`src/rtl/sram_seq_ctrl.sv`:
```
// sram_seq_ctrl: turns a one-cycle request into a timed SETUP/ACCESS/HOLD strobe
// sequence for an asynchronous 32-bit SRAM array, returning read data and a one-cycle ack.
module sram_seq_ctrl #(
   parameter int ADDR_W     = 15,
   parameter int DATA_W     = 32,
   parameter int SETUP_CYC  = 1,
   parameter int ACCESS_CYC = 2,
   parameter int HOLD_CYC   = 1
) (
   input  logic              clk,
   input  logic              rst,
   input  logic              req,
   input  logic              rw,
   input  logic [ADDR_W-1:0] addr,
   input  logic [DATA_W-1:0] wdata,
   output logic [DATA_W-1:0] rdata,
   output logic              ack,
   output logic              busy,
   output logic              overrun,
   output logic [ADDR_W-1:0] mem_a,
   output logic [DATA_W-1:0] mem_d_write,
   input  logic [DATA_W-1:0] mem_d_read,
   output logic              mem_cs,
   output logic              mem_oe,
   output logic              mem_we
);
   localparam int MAX_SA  = (SETUP_CYC > ACCESS_CYC) ? SETUP_CYC : ACCESS_CYC;
   localparam int MAX_CYC = (MAX_SA > HOLD_CYC) ? MAX_SA : HOLD_CYC;
   localparam int CNT_W   = $clog2(MAX_CYC) + 1;
   typedef enum logic [1:0] {IDLE, SETUP, ACCESS, HOLD} state_t;
   state_t            state, state_nx;
   logic [CNT_W-1:0]  cnt, cnt_nx;
   logic              rw_q, rw_nx, done;
   logic [ADDR_W-1:0] a_nx;
   logic [DATA_W-1:0] d_nx, rdata_nx;
   assign done = cnt == '0;
   always_comb begin
      state_nx = state;
      cnt_nx   = done ? cnt : cnt - CNT_W'(1);
      rw_nx    = rw_q;
      a_nx     = mem_a;
      d_nx     = mem_d_write;
      rdata_nx = rdata;
      case (state)
         IDLE: if (req) begin
            state_nx = SETUP;
            cnt_nx   = CNT_W'(SETUP_CYC - 1);
            rw_nx    = rw;
            a_nx     = addr;
            d_nx     = wdata;
         end
         SETUP: if (done) begin
            state_nx = ACCESS;
            cnt_nx   = CNT_W'(ACCESS_CYC - 1);
         end
         ACCESS: if (done) begin
            state_nx = HOLD;
            cnt_nx   = CNT_W'(HOLD_CYC - 1);
            rdata_nx = rw_q ? rdata : mem_d_read;
         end
         default: if (done) state_nx = IDLE;
      endcase
   end
   // strobes are derived from the next state so they change on the same edge as the state
   always_ff @(posedge clk or posedge rst) begin
      if (rst) begin
         state       <= IDLE;
         cnt         <= '0;
         rw_q        <= 1'b0;
         mem_a       <= '0;
         mem_d_write <= '0;
         rdata       <= '0;
         ack         <= 1'b0;
         busy        <= 1'b0;
         overrun     <= 1'b0;
         mem_cs      <= 1'b1;
         mem_oe      <= 1'b1;
         mem_we      <= 1'b1;
      end else begin
         state       <= state_nx;
         cnt         <= cnt_nx;
         rw_q        <= rw_nx;
         mem_a       <= a_nx;
         mem_d_write <= d_nx;
         rdata       <= rdata_nx;
         ack         <= state == HOLD && state_nx == IDLE;
         busy        <= state_nx != IDLE;
         overrun     <= overrun | (req && state != IDLE);
         mem_cs      <= state_nx == IDLE;
         mem_oe      <= !(state_nx == ACCESS && !rw_nx);
         mem_we      <= !(state_nx == ACCESS && rw_nx);
      end
   end
endmodule

```
`config.mk`:
```
export PLATFORM = sky130hd
export DESIGN_NAME = sram_seq_ctrl
export DESIGN_NICKNAME = d
export VERILOG_FILES = /design/src/rtl/sram_seq_ctrl.sv
export SDC_FILE = /design/constraint.sdc
export NUM_CORES = 1
export LEC_CHECK = 0
export ABC_AREA = 1
export CORE_MARGIN = 2
export CORE_UTILIZATION = 38
export CTS_BUF_LIST = sky130_fd_sc_hd__clkbuf_4
export DETAILED_ROUTE_END_ITERATION = 8
export PLACE_DENSITY = 0.78
export SETUP_SLACK_MARGIN = 0.3
export SYNTH_ARGS = -nofsm -noshare
export SYNTH_HDL_FRONTEND = slang
export SYNTH_SLANG_ARGS = --single-unit
```
`constraint.sdc`:
```
create_clock -name clk -period 3.1 [get_ports clk]
set_input_delay 0.62 -clock clk [delete_from_list [all_inputs] [get_ports clk]]
set_output_delay 0.62 -clock clk [all_outputs]
set_load 0.05 [all_outputs]
```
======== Yosys cells after proc, flatten, opt, wreduce, memory -nomap -nowiden ========
Cells that the tools add are included.
W data, S select, Z words.
cells by class
  add/sub/neg operators ................... 1
  equality and inequality tests ........... 4
  multiplexer cells ....................... 12
  bitwise operators ....................... 2
  reductions and logical operators ........ 14
operators with widths
  kind                   number
  $mux W2                8
  $pmux W2 S3            2
  $eq A2 B2 Y1 const B   3
  $logic_not A2 Y1       3
  $logic_and A1 B1 Y1    4
  $reduce_bool A2 Y1     2
  $logic_not A1 Y1       3
  $reduce_and A3 Y1      1
  $eq A2 B1 Y1 const B   1
  $mux W1                2
  $reduce_and A2 Y1      1
  $sub A2 B1 Y2 const B  1
  $not A1 Y1             1
  $or A1 B1 Y1           1
word-level totals
  flip-flop bits (word level) ............. 90
  input bits .............................. 83
  output and inout bits ................... 85
  word-level logic and storage cells ...... 45

======== Logic depth before layout (Yosys ltp) ========
  depth in word-level cells ............... 6
  depth in mapped cells ................... 7
  mapped depth without buffers ............ 5

======== Least setup slack after synthesis ========
Ideal clock, no wire load.
  path type ............................... reg2out
  from .................................... register mem_cs
  to ...................................... output mem_cs
  arrival time ............................ 0.656 ns
  required time ........................... 2.480 ns
  setup slack ............................. 1.824 ns
  cell stages (with the launch flop) ...... 1
  path buffers ............................ 0
  cells stage by stage .................... dfstp_2
RTL lines
  item                      line  source
  start: declaration        23    output logic mem_cs,
  start signal: assignment  76    mem_cs <= 1'b1;
  start signal: assignment  89    mem_cs <= state_nx == IDLE;
No word-level cell between the ends.

======== Worst setup path in the final report ========
  from .................................... register mem_oe
  to ...................................... output mem_oe
RTL lines
  item                      line  source
  start: declaration        24    output logic mem_oe,
  start signal: assignment  90    mem_oe <= !(state_nx == ACCESS && !rw_nx);
No word-level cell between the ends.

==> out/qor.csv <==
stage,metric,value,unit
clocking,Inserted Clock Buffers,9,
synth,Yosys reg bits,90,
clocking,Clock Tree Buf Depth,2,
layout,ANT cells,0,
synth,top-area cell type share of the netlist area,0.608,
global_route,GRT Total Usage,0.191,
worst_setup_path,crit-path max FO,1,
drt,Post-DRT Antenna Nets,0,
outcome,status,"finished, final reports clean",
timing,Final setup violation count,0,
global_route,number of global-route vias before repair,3233,
power_and_ir_drop,Leak,0.00263,uW
drt,Detailed Routing Iterations Pass 1,4,
layout,layout cells sized above 1,0.0559,
flow_run,max-cap violations,0,
timing,Final Hold Vio Count,0,
worst_setup_path,crit path kind,flip-flop to output port,
timing,maximum clock rate,0.418,GHz
worst_setup_path,Worst Path Arrival,1.77,ns
placement,Port Buffers,167,
timing,Max-slew headroom,0.499,
global_route,initial antenna violation count,0,
drt,vias per std cell,4.79,
synth,synth warn,0,
synth,Yosys top cell by area,dfrtp_1,
clocking,TritonCTS clock tree,built,
synth,cell count after synthesis,389,
timing,Final Cycle Share,0.773,
synth,most common flop cell mapped by yosys,dfrtp_1,
drt,initial drt markers,105,
drt,via count,3188,
floorplan,Starting Density,0.390,
power_and_ir_drop,total design power,6900,uW
clocking,"Clk Latency, worst-skew pair",0.43,ns
placement,Placed Cells,650,
clocking,setup bufs post-CTS,0,
layout,fin nets,633,
placement,Post-DP HPWL,6.52,mm
synth,Yosys cell types,20,
timing,RSZ-0062 raised after global routing,no,
clocking,Root Driver,clkbuf_4,
clocking,CTS sink count,90,
floorplan,# rows,35,
worst_setup_path,CP max stage cell,clkdlybuf4s50_1,
synth,"Seq/Total Area, Yosys",0.630,
global_route,largest net degree at the start of global routing,91,
worst_setup_path,max incr delay on CP,0.81,ns
timing,max-slew violations,0,
synth,Syn Nets,472,
power_and_ir_drop,maximum vdd drop,628,uV
worst_hold_path,Worst Hold Class,flip-flop to flip-flop,
drt,Remaining DRCs,0,
power_and_ir_drop,pwr dens,1270,mW/mm^2
placement,pre-CTS WS,0.964,ns
synth,fraction of registers with async set/reset,1.00,
floorplan,DIE WIDTH,101,microns
timing,Setup TNS,0,ns
clocking,hold_buf cts,0,
global_route,global route overflow,0,
timing,Tmin final,2.39,ns
timing,Worst Slack Setup Final,0.705,ns
floorplan,Ports,168,
worst_setup_path,Startpoint Class,flip-flop,
drt,WL per Instance,14.1,microns
timing,Worst-Margin Slew,0.750,ns
clocking,"Reg clk slew, reported paths",0.14,ns
worst_setup_path,Worst setup EP type,output port,
global_route,first-pass GRT wire length,15.4,mm
clocking,# H-tree levels,3,
worst_setup_path,WP buf/inv,1,
placement,"Cell Area, Placed",0.00529,sq mm
timing,clk_skew,0.0142,ns
layout,design area,0.00545,sq mm
synth,"EDFF count, synth",0,
layout,synthesis-to-layout area growth,52.3,%
drt,final wirelength,9.37,mm
worst_setup_path,critical-path cell list,clkdlybuf4s50_1,
synth,Post-Syn Area per Cell,9.21,sq um
floorplan,core box area,0.00920,sq mm
clocking,Resized cells post-CTS,0,
floorplan,die height,101,microns
worst_setup_path,"Largest delay share family, worst path",buffers and inverters,
floorplan,die area,0.0102,sq mm
synth,top post-synthesis cells by area,"dfrtp_1 61%, nand2_1 23%, nand4_1 5.6%",
layout,fin cells,666,
synth,Syn Std Cell Area,0.00358,sq mm
worst_setup_path,CP Data Required Time,2.48,ns
placement,GPL Wtd Cong,0.816,
==> registers in the layout, indices dropped and copies added, names as in the netlist <==
signal / flops
mem_oe: 1
mem_a: 15
cnt: 2
overrun: 1
rdata: 32
busy: 1
mem_cs: 1
rw_q: 1
mem_d_write: 32
state: 2
ack: 1
mem_we: 1
==> cell families after synthesis <==
kind of cell,share of synthesized area
flops,0.630
compound gates,0.00629
simple gates,0.313
buf+inv,0.0513
==> synth_stat cells (2+ instances only) <==
| library cell | number |
|---|---|
| nor2_4 | 3 |
| inv_1 | 5 |
| nand2_1 | 219 |
| buf_2 | 6 |
| dfrtp_1 | 87 |
| o21ai_0 | 2 |
| nor2_1 | 6 |
| inv_2 | 2 |
| buf_4 | 5 |
| nand4_1 | 32 |
| dfstp_2 | 3 |
| clkbuf_1 | 5 |
| buf_6 | 6 |
| nand3_1 | 2 |
==> worst reg2reg max path, delay by kind of cell (launching register included) <==
kind                   cells  cell delay [ns]
buffers and inverters      2             0.41
flip-flops                 1             0.51
AND/OR/NAND/NOR            4             0.73
==> metal layers <==
metal  vias to the layer above  part of all wire  track usage
li1                       1546                 -            -
met1                      1495              0.43        0.247
met3                        13             0.092       0.0583
met2                       134              0.47        0.310
met4                         0             0.014       0.0561
met5                         -                 0            0
==> through the flow <==
stage | utilization | hold WS [ns]
2_1_floorplan | - | 0.470
3_3_place_gp | 0.576 | 0.453
3_5_place_dp | 0.576 | 0.459
4_1_cts | 0.593 | 0.491
5_1_grt | 0.593 | 0.511
6_report | 0.593 | 0.488
==> where the power goes <==
part / leakage (uW) / internal, uW / switching (uW)
logic: 0.00144 / 1280 / 2840
registers: 0.00110 / 1730 / 334
clock network: 0.0000835 / 326 / 390
total: 0.00263 / 3330 / 3570
==> cell usage in the layout, fill, tap and decap left out, drive strengths merged <==
cell type and count:
nand2 220, clkdlybuf4s50 167, dfrtp 87, nand4 32, clkbuf 9, nor2 9
inv 6, buf 5, clkinv 5, dfstp 3, nand3 3, o21ai 2
clkinvlp 2, bufinv 2, a21oi 1, o21bai 1, nand3b 1
==> final timing paths <==
check | cells after the start | end | from | slack, ns
worst min register to register | 2 | rdata[30]$_DFFE_PP0P_ | rdata[30]$_DFFE_PP0P_ | 0.49
max in group asynchronous | 3 | mem_oe$_DFF_PP1_ | rst | 2.08
worst max-delay path | 1 | mem_oe | mem_oe$_DFF_PP1_ | 0.71
worst min-delay path | 2 | rdata[30]$_DFFE_PP0P_ | rdata[30]$_DFFE_PP0P_ | 0.49
min in group asynchronous | 3 | rdata[19]$_DFFE_PP0P_ | rst | 0.68
worst max register to register | 6 | rdata[31]$_DFFE_PP0P_ | state[1]$_DFF_PP0_ | 1.34
==> cell type report <==
| type | instances | area (sq um) |
|---|---|---|
| timing repair buffer | 172 | 1720 |
| sequential | 90 | 2260 |
| clock buffer | 9 | 67.6 |
| multi-input combinational | 269 | 1140 |
| clock inverter | 7 | 93.8 |
| inverter | 8 | 33.8 |
| fill | 810 | 3740 |
| tap | 111 | 139 |
(Power assumes the default switching activity.)
